### config.mk
export PLATFORM = sky130hd
export DESIGN_NAME = conv3x3_engine_flat
export DESIGN_NICKNAME = d
export VERILOG_FILES = /design/src/rtl/conv_pkg.sv /design/src/rtl/conv3x3_engine_if.sv /design/src/rtl/conv3x3_engine_sat_shift.sv /design/src/rtl/conv3x3_engine.sv /design/src/flat_wrapper.sv
export SDC_FILE = /design/constraint.sdc
export NUM_CORES = 1
export LEC_CHECK = 0
export BUFFER_PORTS_ARGS = -buffer_cell sky130_fd_sc_hd__buf_4
export CORE_MARGIN = 2
export CORE_UTILIZATION = 56
export DETAILED_ROUTE_END_ITERATION = 7
export PLACE_DENSITY = 0.79
export SLEW_MARGIN = 30
export SYNTH_ARGS = -nofsm -noshare
export SYNTH_HDL_FRONTEND = slang
export SYNTH_SLANG_ARGS = --single-unit
### constraint.sdc
create_clock -name clk -period 9.6 [get_ports clk]
set_clock_uncertainty 0.2 [all_clocks]
set_input_delay 0.96 -clock clk [delete_from_list [all_inputs] [get_ports clk]]
set_output_delay 0.96 -clock clk [all_outputs]
set_load 0.02 [all_outputs]
### src/rtl/conv_pkg.sv
// Shared constants, FSM state type and address helper for the 3x3 convolution stages.
package conv_pkg;
  localparam int IMG_W   = 8;
  localparam int IMG_H   = 8;
  localparam int DW      = 8;
  localparam int FRAC    = 7;
  localparam int AW      = 6;
  localparam int ACC_W   = 20;
  localparam int PROD_W  = 16;
  localparam int KN      = 9;
  localparam int OUT_N   = IMG_W - 2;
  localparam int SAT_MAX = 127;
  localparam int SAT_MIN = -128;

  typedef enum logic [2:0] {IDLE, FETCH, DRAIN, OUT, DONE} state_t;

  // Pixel address for kernel tap k (row-major) of the window anchored at (r, c).
  function automatic logic [AW-1:0] pix_addr(input logic [2:0] r, input logic [2:0] c,
                                             input logic [3:0] k);
    int unsigned ki;
    int unsigned kj;
    ki = int'(k) / 3;
    kj = int'(k) % 3;
    return AW'((int'(r) + ki) * IMG_W + int'(c) + kj);
  endfunction
endpackage

### src/rtl/conv3x3_engine_if.sv
// Memory read port and result stream of the convolution engine.
interface conv3x3_engine_if import conv_pkg::*; ();
  logic                 mem_rd_en;
  logic [AW-1:0]        mem_addr;
  logic signed [DW-1:0] mem_rdata;
  logic                 out_valid;
  logic                 out_ready;
  logic signed [DW-1:0] out_data;
  logic [2:0]           out_row;
  logic [2:0]           out_col;

  modport master (
    output mem_rd_en, mem_addr, out_valid, out_data, out_row, out_col,
    input  mem_rdata, out_ready
  );

  modport slave (
    input  mem_rd_en, mem_addr, out_valid, out_data, out_row, out_col,
    output mem_rdata, out_ready
  );
endinterface

### src/rtl/conv3x3_engine_sat_shift.sv
// Q-format narrowing: arithmetic right shift by FRAC, then saturate to signed DW bits.
module sat_shift
  import conv_pkg::*;
(
  input  logic signed [ACC_W-1:0] i_acc,
  output logic signed [DW-1:0]    o_sat
);
  logic signed [ACC_W-1:0] w_shift;

  assign w_shift = i_acc >>> FRAC;

  always_comb begin
    if (w_shift > ACC_W'(SAT_MAX))
      o_sat = DW'(SAT_MAX);
    else if (w_shift < ACC_W'(SAT_MIN))
      o_sat = DW'(SAT_MIN);
    else
      o_sat = w_shift[DW-1:0];
  end
endmodule

### src/rtl/conv3x3_engine.sv
// 3x3 signed Q1.7 convolution over the stored 8x8 image, streaming the 6x6 valid region.
module conv3x3_engine
  import conv_pkg::*;
(
  input  logic                 clk,
  input  logic                 rst_n,
  input  logic                 start,
  output logic                 busy,
  output logic                 done,
  input  logic                 k_we,
  input  logic [3:0]           k_idx,
  input  logic signed [DW-1:0] k_data,
  conv3x3_engine_if.master     bus
);
  state_t                  r_state;
  logic [2:0]              r_row;
  logic [2:0]              r_col;
  logic [3:0]              r_k;
  logic signed [ACC_W-1:0] r_acc;
  logic signed [DW-1:0]    r_kern [KN];

  logic [3:0]              w_kidx;
  logic signed [PROD_W-1:0] w_prod;
  logic signed [ACC_W-1:0] w_acc_next;
  logic signed [DW-1:0]    w_sat;
  logic                    w_col_wrap;
  logic                    w_last;
  logic [2:0]              w_nrow;
  logic [2:0]              w_ncol;

  // Read data lags the strobe by one cycle, so FETCH applies the previous tap and DRAIN the last.
  assign w_kidx     = (r_state == DRAIN) ? r_k : r_k - 4'd1;
  assign w_prod     = bus.mem_rdata * r_kern[w_kidx];
  assign w_acc_next = r_acc + ACC_W'(w_prod);

  assign w_col_wrap = (r_col == 3'(OUT_N - 1));
  assign w_last     = w_col_wrap && (r_row == 3'(OUT_N - 1));
  assign w_ncol     = w_col_wrap ? 3'd0 : r_col + 3'd1;
  assign w_nrow     = w_col_wrap ? r_row + 3'd1 : r_row;

  sat_shift u_sat (
    .i_acc (w_acc_next),
    .o_sat (w_sat)
  );

  always_ff @(posedge clk) begin
    if (!rst_n) begin
      r_state       <= IDLE;
      r_row         <= '0;
      r_col         <= '0;
      r_k           <= '0;
      r_acc         <= '0;
      busy          <= 1'b0;
      done          <= 1'b0;
      bus.mem_rd_en <= 1'b0;
      bus.mem_addr  <= '0;
      bus.out_valid <= 1'b0;
      bus.out_data  <= '0;
      bus.out_row   <= '0;
      bus.out_col   <= '0;
      for (int unsigned i = 0; i < KN; i++) r_kern[i] <= '0;
    end else begin
      done <= 1'b0;
      if (k_we && !busy && (k_idx < 4'(KN)))
        r_kern[k_idx] <= k_data;

      case (r_state)
        IDLE: begin
          if (start) begin
            busy          <= 1'b1;
            r_acc         <= '0;
            r_row         <= '0;
            r_col         <= '0;
            r_k           <= '0;
            bus.mem_rd_en <= 1'b1;
            bus.mem_addr  <= pix_addr(3'd0, 3'd0, 4'd0);
            r_state       <= FETCH;
          end
        end
        FETCH: begin
          if (r_k != 4'd0) r_acc <= w_acc_next;
          if (r_k == 4'(KN - 1)) begin
            bus.mem_rd_en <= 1'b0;
            r_state       <= DRAIN;
          end else begin
            r_k          <= r_k + 4'd1;
            bus.mem_addr <= pix_addr(r_row, r_col, r_k + 4'd1);
          end
        end
        DRAIN: begin
          r_acc         <= w_acc_next;
          bus.out_data  <= w_sat;
          bus.out_row   <= r_row;
          bus.out_col   <= r_col;
          bus.out_valid <= 1'b1;
          r_state       <= OUT;
        end
        OUT: begin
          if (bus.out_ready) begin
            bus.out_valid <= 1'b0;
            if (w_last) begin
              busy    <= 1'b0;
              done    <= 1'b1;
              r_state <= DONE;
            end else begin
              r_row         <= w_nrow;
              r_col         <= w_ncol;
              r_k           <= '0;
              r_acc         <= '0;
              bus.mem_rd_en <= 1'b1;
              bus.mem_addr  <= pix_addr(w_nrow, w_ncol, 4'd0);
              r_state       <= FETCH;
            end
          end
        end
        DONE:    r_state <= IDLE;
        default: r_state <= IDLE;
      endcase
    end
  end
endmodule
### src/flat_wrapper.sv
// flat-port wrapper written by rule: the top's interface ports become plain ports
module conv3x3_engine_flat import conv_pkg::*;
  (clk, rst_n, start, busy, done, k_we, k_idx, k_data, bus_mem_rd_en, bus_mem_addr, bus_out_valid, bus_out_data, bus_out_row, bus_out_col, bus_mem_rdata, bus_out_ready);
  conv3x3_engine_if bus_i ();
  input  logic clk;
  input  logic rst_n;
  input  logic start;
  output logic busy;
  output logic done;
  input  logic k_we;
  input  logic [3:0] k_idx;
  input  logic signed [DW-1:0] k_data;
  output wire logic [$bits(bus_i.mem_rd_en)-1:0] bus_mem_rd_en;
  output wire logic [$bits(bus_i.mem_addr)-1:0] bus_mem_addr;
  output wire logic [$bits(bus_i.out_valid)-1:0] bus_out_valid;
  output wire logic [$bits(bus_i.out_data)-1:0] bus_out_data;
  output wire logic [$bits(bus_i.out_row)-1:0] bus_out_row;
  output wire logic [$bits(bus_i.out_col)-1:0] bus_out_col;
  input wire logic [$bits(bus_i.mem_rdata)-1:0] bus_mem_rdata;
  input wire logic [$bits(bus_i.out_ready)-1:0] bus_out_ready;
  assign bus_mem_rd_en = bus_i.mem_rd_en;
  assign bus_mem_addr = bus_i.mem_addr;
  assign bus_out_valid = bus_i.out_valid;
  assign bus_out_data = bus_i.out_data;
  assign bus_out_row = bus_i.out_row;
  assign bus_out_col = bus_i.out_col;
  assign bus_i.mem_rdata = bus_mem_rdata;
  assign bus_i.out_ready = bus_out_ready;
  conv3x3_engine u_core (.clk(clk), .rst_n(rst_n), .start(start), .busy(busy), .done(done), .k_we(k_we), .k_idx(k_idx), .k_data(k_data), .bus(bus_i));
endmodule
# After elaboration in Yosys (flattened, before gate mapping)
# Memories as Yosys holds them, arrays and structs flattened.
# Index checks and enable logic that the tools add are counted.
totals:
  reg_bits: 57
  ramBits: 72
  inputBits: 25
  out_inout_bits: 24
  wordCells: 111
  memories: 1
classes:
  addsub: 9
  n_mul: 1
  n_div: 2
  magnitude_cmp: 3
  eq_ne: 13
  muxes: 50
  reduce_logical: 19
mem_list:
  columns: ["name", "words", "width", "read_ports", "rd_clocked_by_memory_dff", "write_ports", "line_no", "text"]
  rows:
  - ["u_core.r_kern", 9, 8, 1, 0, 9, "conv3x3_engine.sv:20", "logic signed [DW-1:0] r_kern [KN];"]
ops:
  columns: ["op", "n"]
  rows:
  - ["20-bit two-way mux", 4]
  - ["20-bit one-hot mux with 4 select lines", 1]
  - ["3-bit two-way mux", 11]
  - ["5-bit by 3-bit divider with 32-bit output, second input constant", 1]
  - ["5-bit by 3-bit remainder unit with 32-bit output, second input constant", 1]
  - ["4-bit two-way mux", 6]
  - ["6-bit two-way mux", 4]
  - ["8-bit two-way mux", 3]
  - ["20-bit by 16-bit adder with 20-bit output", 1]
  - ["6-bit one-hot mux with 3 select lines", 1]
  - ["8-bit by 8-bit multiplier with 16-bit output", 1]
  - ["5-bit AND reduction", 3]
  - ["13-bit by 8-bit greater-than comparator with 1-bit output, second input constant", 1]
  - ["13-bit by 8-bit less-than comparator with 1-bit output, second input constant", 1]
  - ["1-bit two-way mux", 13]
  - ["6-bit by 3-bit adder with 6-bit output", 2]
  - ["3-bit one-hot mux with 2 select lines", 2]
  - ["3-bit one-hot mux with 4 select lines", 1]
  - ["4-bit one-hot mux with 3 select lines", 1]
  - ["2-bit != test, second input constant", 4]
  - ["4-bit AND reduction", 2]
  - ["4-bit nonzero test", 2]
  - ["8-bit OR reduction", 1]
  - ["3-bit by 1-bit adder with 3-bit output, second input constant", 2]
  - ["other kinds (19)", 28]

# Logic depth before layout (Yosys ltp)
depth:
  word_depth: 8
  mapped_depth: 28
  ltp_nobuf: 26

# By module
# A second synthesis with hierarchy kept.
hier_totals:
  hier_cells: 1096
  area_unflattened_um2: 12582.1
modules_own_cells:
  columns: ["mod", "n_inst", "cells_each", "area_each_um2", "seq_area_each_um2"]
  rows:
  - ["conv3x3_engine", 1, 1082, 12490.7, 4984.8]
  - ["sat_shift", 1, 14, 91.3, 0.0]

# Worst setup path before layout
# No wires, ideal clock.
synth_timing:
  path_type: "register -> register"
  startpoint: "register u_core.r_k[0]"
  endpoint: "register u_core.bus.out_data[0]"
  setup_ps: 137
  t_arrival_ps: 7338
  required_ps: 9263
  slack_ps: 1925
  stages_incl_launch_ff: 26
  n_path_buf: 3
  period_less_slack_ps: 7675
  path_cell_list: "dfxtp_1 buf_4 inv_1 ha_1 a21oi_2 buf_1 mux4_2 mux4_2 and2_1 fa_1 inv_1 fa_1 fa_1 inv_1 fa_1 ha_1 ha_1 clkbuf_2 nand3_1 or2_0 a211oi_1 or2_2 o311ai_0 or4_1 a21oi_1 a21oi_1"
synth_between:
  elab_chain_len: 8
  elab_cells_between_ends: 9
  cone_classes: "add/sub: 2; mul: 1; order compare: 2; mux: 3; memory: 1"
synth_lines:
  columns: ["item", "line_no", "text"]
  rows:
  - ["start, declared", "conv3x3_engine.sv:18", "logic [3:0] r_k;"]
  - ["start signal, assigned", "conv3x3_engine.sv:86", "r_k <= r_k + 4'd1;"]
  - ["4-bit by 1-bit subtractor with 4-bit output", "conv3x3_engine.sv:32", "assign w_kidx = (r_state == DRAIN) ? r_k : r_k - 4'd1;"]
  - ["4-bit two-way mux (*)", "conv3x3_engine.sv:32", null]
  - ["memory 9 x 8 bit (*)", null, null]
  - ["8-bit by 8-bit multiplier with 16-bit output (*)", "conv3x3_engine.sv:33", "assign w_prod = bus.mem_rdata * r_kern[w_kidx];"]
  - ["20-bit by 16-bit adder with 20-bit output (*)", "conv3x3_engine.sv:34", "assign w_acc_next = r_acc + ACC_W'(w_prod);"]
  - ["13-bit by 8-bit less-than comparator with 1-bit output", "conv3x3_engine_sat_shift.sv:15", "else if (w_shift < ACC_W'(SAT_MIN))"]
  - ["8-bit two-way mux", "conv3x3_engine_sat_shift.sv:15", null]
  - ["8-bit two-way mux (*)", "conv3x3_engine_sat_shift.sv:13", "if (w_shift > ACC_W'(SAT_MAX))"]
  - ["end signal, assigned", "conv3x3_engine.sv:92", "bus.out_data <= w_sat;"]
  - ["end, declared", "conv3x3_engine_if.sv:13", "output mem_rd_en, mem_addr, out_valid, out_data, out_row, out_col,"]
# Mark *: on every way between the ends. The rest lies on a longest branch, timed or not.
# A chain may end at the register's enable or synchronous reset.

# Worst setup path in the final report
layout_timing:
  startpoint: "register u_core.r_state[0]"
  endpoint: "register u_core.bus.out_data[6]"
layout_between:
  elab_chain_len: 8
  elab_cells_between_ends: 9
  cone_classes: "add/sub: 1; mul: 1; order compare: 2; eq/ne: 1; mux: 3; memory: 1"
layout_lines:
  columns: ["item", "line_no", "text"]
  rows:
  - ["start, declared", "conv3x3_engine.sv:15", "state_t r_state;"]
  - ["start signal, assigned", "conv3x3_engine.sv:48", "r_state <= IDLE;"]
  - ["start signal, assigned", "conv3x3_engine.sv:77", "r_state <= FETCH;"]
  - ["start signal, assigned", "conv3x3_engine.sv:84", "r_state <= DRAIN;"]
  - ["3-bit by 2-bit equality test with 1-bit output (*)", "conv3x3_engine.sv:32, conv3x3_engine.sv:67", null]
  - ["4-bit two-way mux", "conv3x3_engine.sv:32", null]
  - ["memory 9 x 8 bit", null, null]
  - ["8-bit by 8-bit multiplier with 16-bit output", "conv3x3_engine.sv:33", null]
  - ["20-bit by 16-bit adder with 20-bit output", "conv3x3_engine.sv:34", null]
  - ["13-bit by 8-bit less-than comparator with 1-bit output", "conv3x3_engine_sat_shift.sv:15", null]
  - ["8-bit two-way mux", "conv3x3_engine_sat_shift.sv:15", null]
  - ["8-bit two-way mux", "conv3x3_engine_sat_shift.sv:13", null]
# Marks and branches as above.

==> reports/results.tsv <==
metric	value	unit
status	completed	
dp.cells	1383	
io_buffers	48	
hold_viol	0	
yosysUniqueCellTypes	68	
first_iter_violations	543	
r2r_start	u_core.r_state[0]	
die_area	22700	um^2
die_h	151	um
post-place-ws	0.820	ns
dpl.hpwl	18.4	mm
grt_max_degree	46	
rrSetupSlack	0.76	ns
ys_seq_area_share	41.3	%
setup_slack	0.757	ns
max-slew-margin-rel	30.3	%
yosysTopAreaCellShare	31.8	%
initial_core_util	57.2	%
min_period	8.84	ns
ys.flop_type	edfxtp_1	
grt_pass1_wl	40.5	mm
crit_required	9.70	ns
fin_nets	1304	
dr.pass1.iters	5	
antenna_found_initial	0	
track_usage	23.2	%
yosysTopAreaCell	edfxtp_1	
clk_latency	0.43	ns
vias	7845	
final_common_cell	edfxtp_1	
synth_edf_count	128	
finalCritPeriodShare	92.1	%
routed_wl	24.4	mm
postPlaceCellArea	12900	um^2
clockBufferDepth	2	
drc_errors	0	
path_cells	nand2b_4 > nor2_8 > xnor2_4 > buf_4 > mux4_2 > mux4_2 > and2_1 > inv_1 > fa_1 > inv_1 > fa_1 > fa_1 > fa_1 > fa_1 > ha_1 > o31ai_1 > a211oi_1 > o21ai_0 > o311ai_0 > or4_1 > a21oi_1 > a21oi_1	
cts_tree	built	
worstPathArrival	8.94	ns
antennaDiodeCount	0	
cpMostUsedCell	fa_1	
cts_root_buf	clkbuf_16	
cts_setup_buffers	0	
floorplan.rows	53	
rsz0062_at_grt	false	
grt_pass1_vias	8053	
fp.coreArea	21100	um^2
cap_viol_max_count	0	
slowest_stage	xnor2_4	
fin_tns_setup	0	ns
drive_gt1_share	13.3	%
synth-seq-cells	185	
gp_congestion	0.845	
via_per_inst	5.54	
critPathCapture	u_core.bus.out_data[6]	
postCtsHoldBufs	0	
layout_common_cells	edfxtp_1, and2_1, inv_1	
critPathTopFamily	adder cells	
setup_violations	0	
worst-path-buf-inv	3	
clk_pin_slew	0.07	ns
hp-class	reg2reg	
critPathLaunch	u_core.r_state[0]	
cts.sinks	185	
cts_resized	0	
synth_warnings	0	
numCtsBuffers	17	
slew_violations	0	
synthCells	1022	
crit_fanout	17	
worst_pin_slew	1.04	ns
rr_endpoint	u_core.bus.out_data[6]	
num_io_pins	49	
final_area	13600	um^2
area_growth	12.4	%
r2r_cells	22	
setup.worst_path.class	reg2reg	
critical-path-max-stage-delay	0.65	ns
stdcell_count	1415	
wl_per_cell	17.3	um
htreeDepth	4	
synth.cell_area	12100	um^2
synthTopCellsByArea	edfxtp_1, fa_1, dfxtp_1	
max_freq	113	MHz
critPathCaptureType	flip-flop	
avgSynthCellArea	11.8	um^2
die_w	151	um
synthArstFlopShare	0	%
worst-path-stages	22	
ant_nets	0	
start_kind	flip-flop	
grt_overflow_total	0	
[stage by stage]
step,hold slack [ns],utilization [%]
global placement,0.247,61.3
CTS,0.262,64.3
detailed placement,0.252,61.3
floorplan,0.249,-
finish,0.264,64.4
global route,0.288,64.4
[tightest hold or removal path: stages (launching register included)]
cell     delay, ns
dfxtp_1       0.31
nand2_1       0.05
a21oi_1       0.05
[cell type report]
cell class,instances,area (um^2)
repair buffers,60,450
clock buffers,17,425
multi-input cells,756,6760
well taps,275,344
inverters,107,402
flip-flops and latches,185,4980
clock inverters,15,205
fillers,1597,7520
[layer usage]
layer	track usage [%]	part of all wire, %
met1	31.6	44
met2	38.7	50
met3	3.46	3.6
met4	7.43	2.2
met5	0	0
[logic make-up (layout without fill, tap and decap cells)]
family / count (synthesis) / after routing / synth area share [%]
AOI/OAI and AO/OA: 155 / 155 / 8.23
muxes: 47 / 47 / 8.09
xor gates and xnor gates: 38 / 38 / 3.07
and+or+nand+nor: 308 / 308 / 13.4
other: 1 / 56 / 0.0311
buffers and inverters: 136 / 199 / 4.52
DFF: 185 / 185 / 41.3
adders and majority gates: 152 / 152 / 21.4
[worst min path at each step]
stage	endpoint	depth (start not counted)	slack, ns	startpoint
floorplan	u_core.r_acc[19]	2	0.25	u_core.r_acc[19]
global placement	u_core.bus.out_row[2]	2	0.25	u_core.bus.out_row[2]
detailed placement	u_core.bus.out_row[0]	2	0.25	u_core.bus.out_row[0]
CTS	u_core.bus.out_row[0]	2	0.26	u_core.bus.out_row[0]
global route	u_core.bus.out_col[2]	2	0.29	u_core.bus.out_col[2]
finish	u_core.bus.out_col[2]	2	0.26	u_core.bus.out_col[2]
[cell usage after synthesis, types with 5 or more instances]
library cell / count
edfxtp_1: 128
and2_1: 111
inv_1: 105
fa_1: 90
nor2_1: 70
ha_1: 62
nand2_1: 61
dfxtp_1: 57
a21oi_1: 44
mux4_2: 39
o21ai_0: 35
xnor2_1: 24
a22oi_1: 18
clkbuf_1: 15
nand2b_1: 13
xor2_1: 12
nor3_1: 11
a21o_1: 9
nand3_1: 8
a211oi_1: 6
buf_2: 6
o21bai_1: 6
a31oi_1: 5
mux2i_1: 5
or2_2: 5
[flip-flops by register name (all words and copies together), names as in the netlist]
| name | flops |
|---|---|
| u_core.busy | 1 |
| u_core.bus.out_col | 3 |
| u_core.r_kern | 128 |
| u_core.bus.mem_rd_en | 1 |
| u_core.bus.out_data | 8 |
| u_core.r_col | 3 |
| u_core.r_acc | 20 |
| u_core.bus.out_row | 3 |
| u_core.bus.mem_addr | 6 |
| u_core.done | 1 |
| u_core.r_state | 3 |
| u_core.bus.out_valid | 1 |
| u_core.r_row | 3 |
| u_core.r_k | 4 |
Power is left out: the tool's default activity adds up to more than one toggle a clock period on the data nets, which glitch-free logic cannot reach.
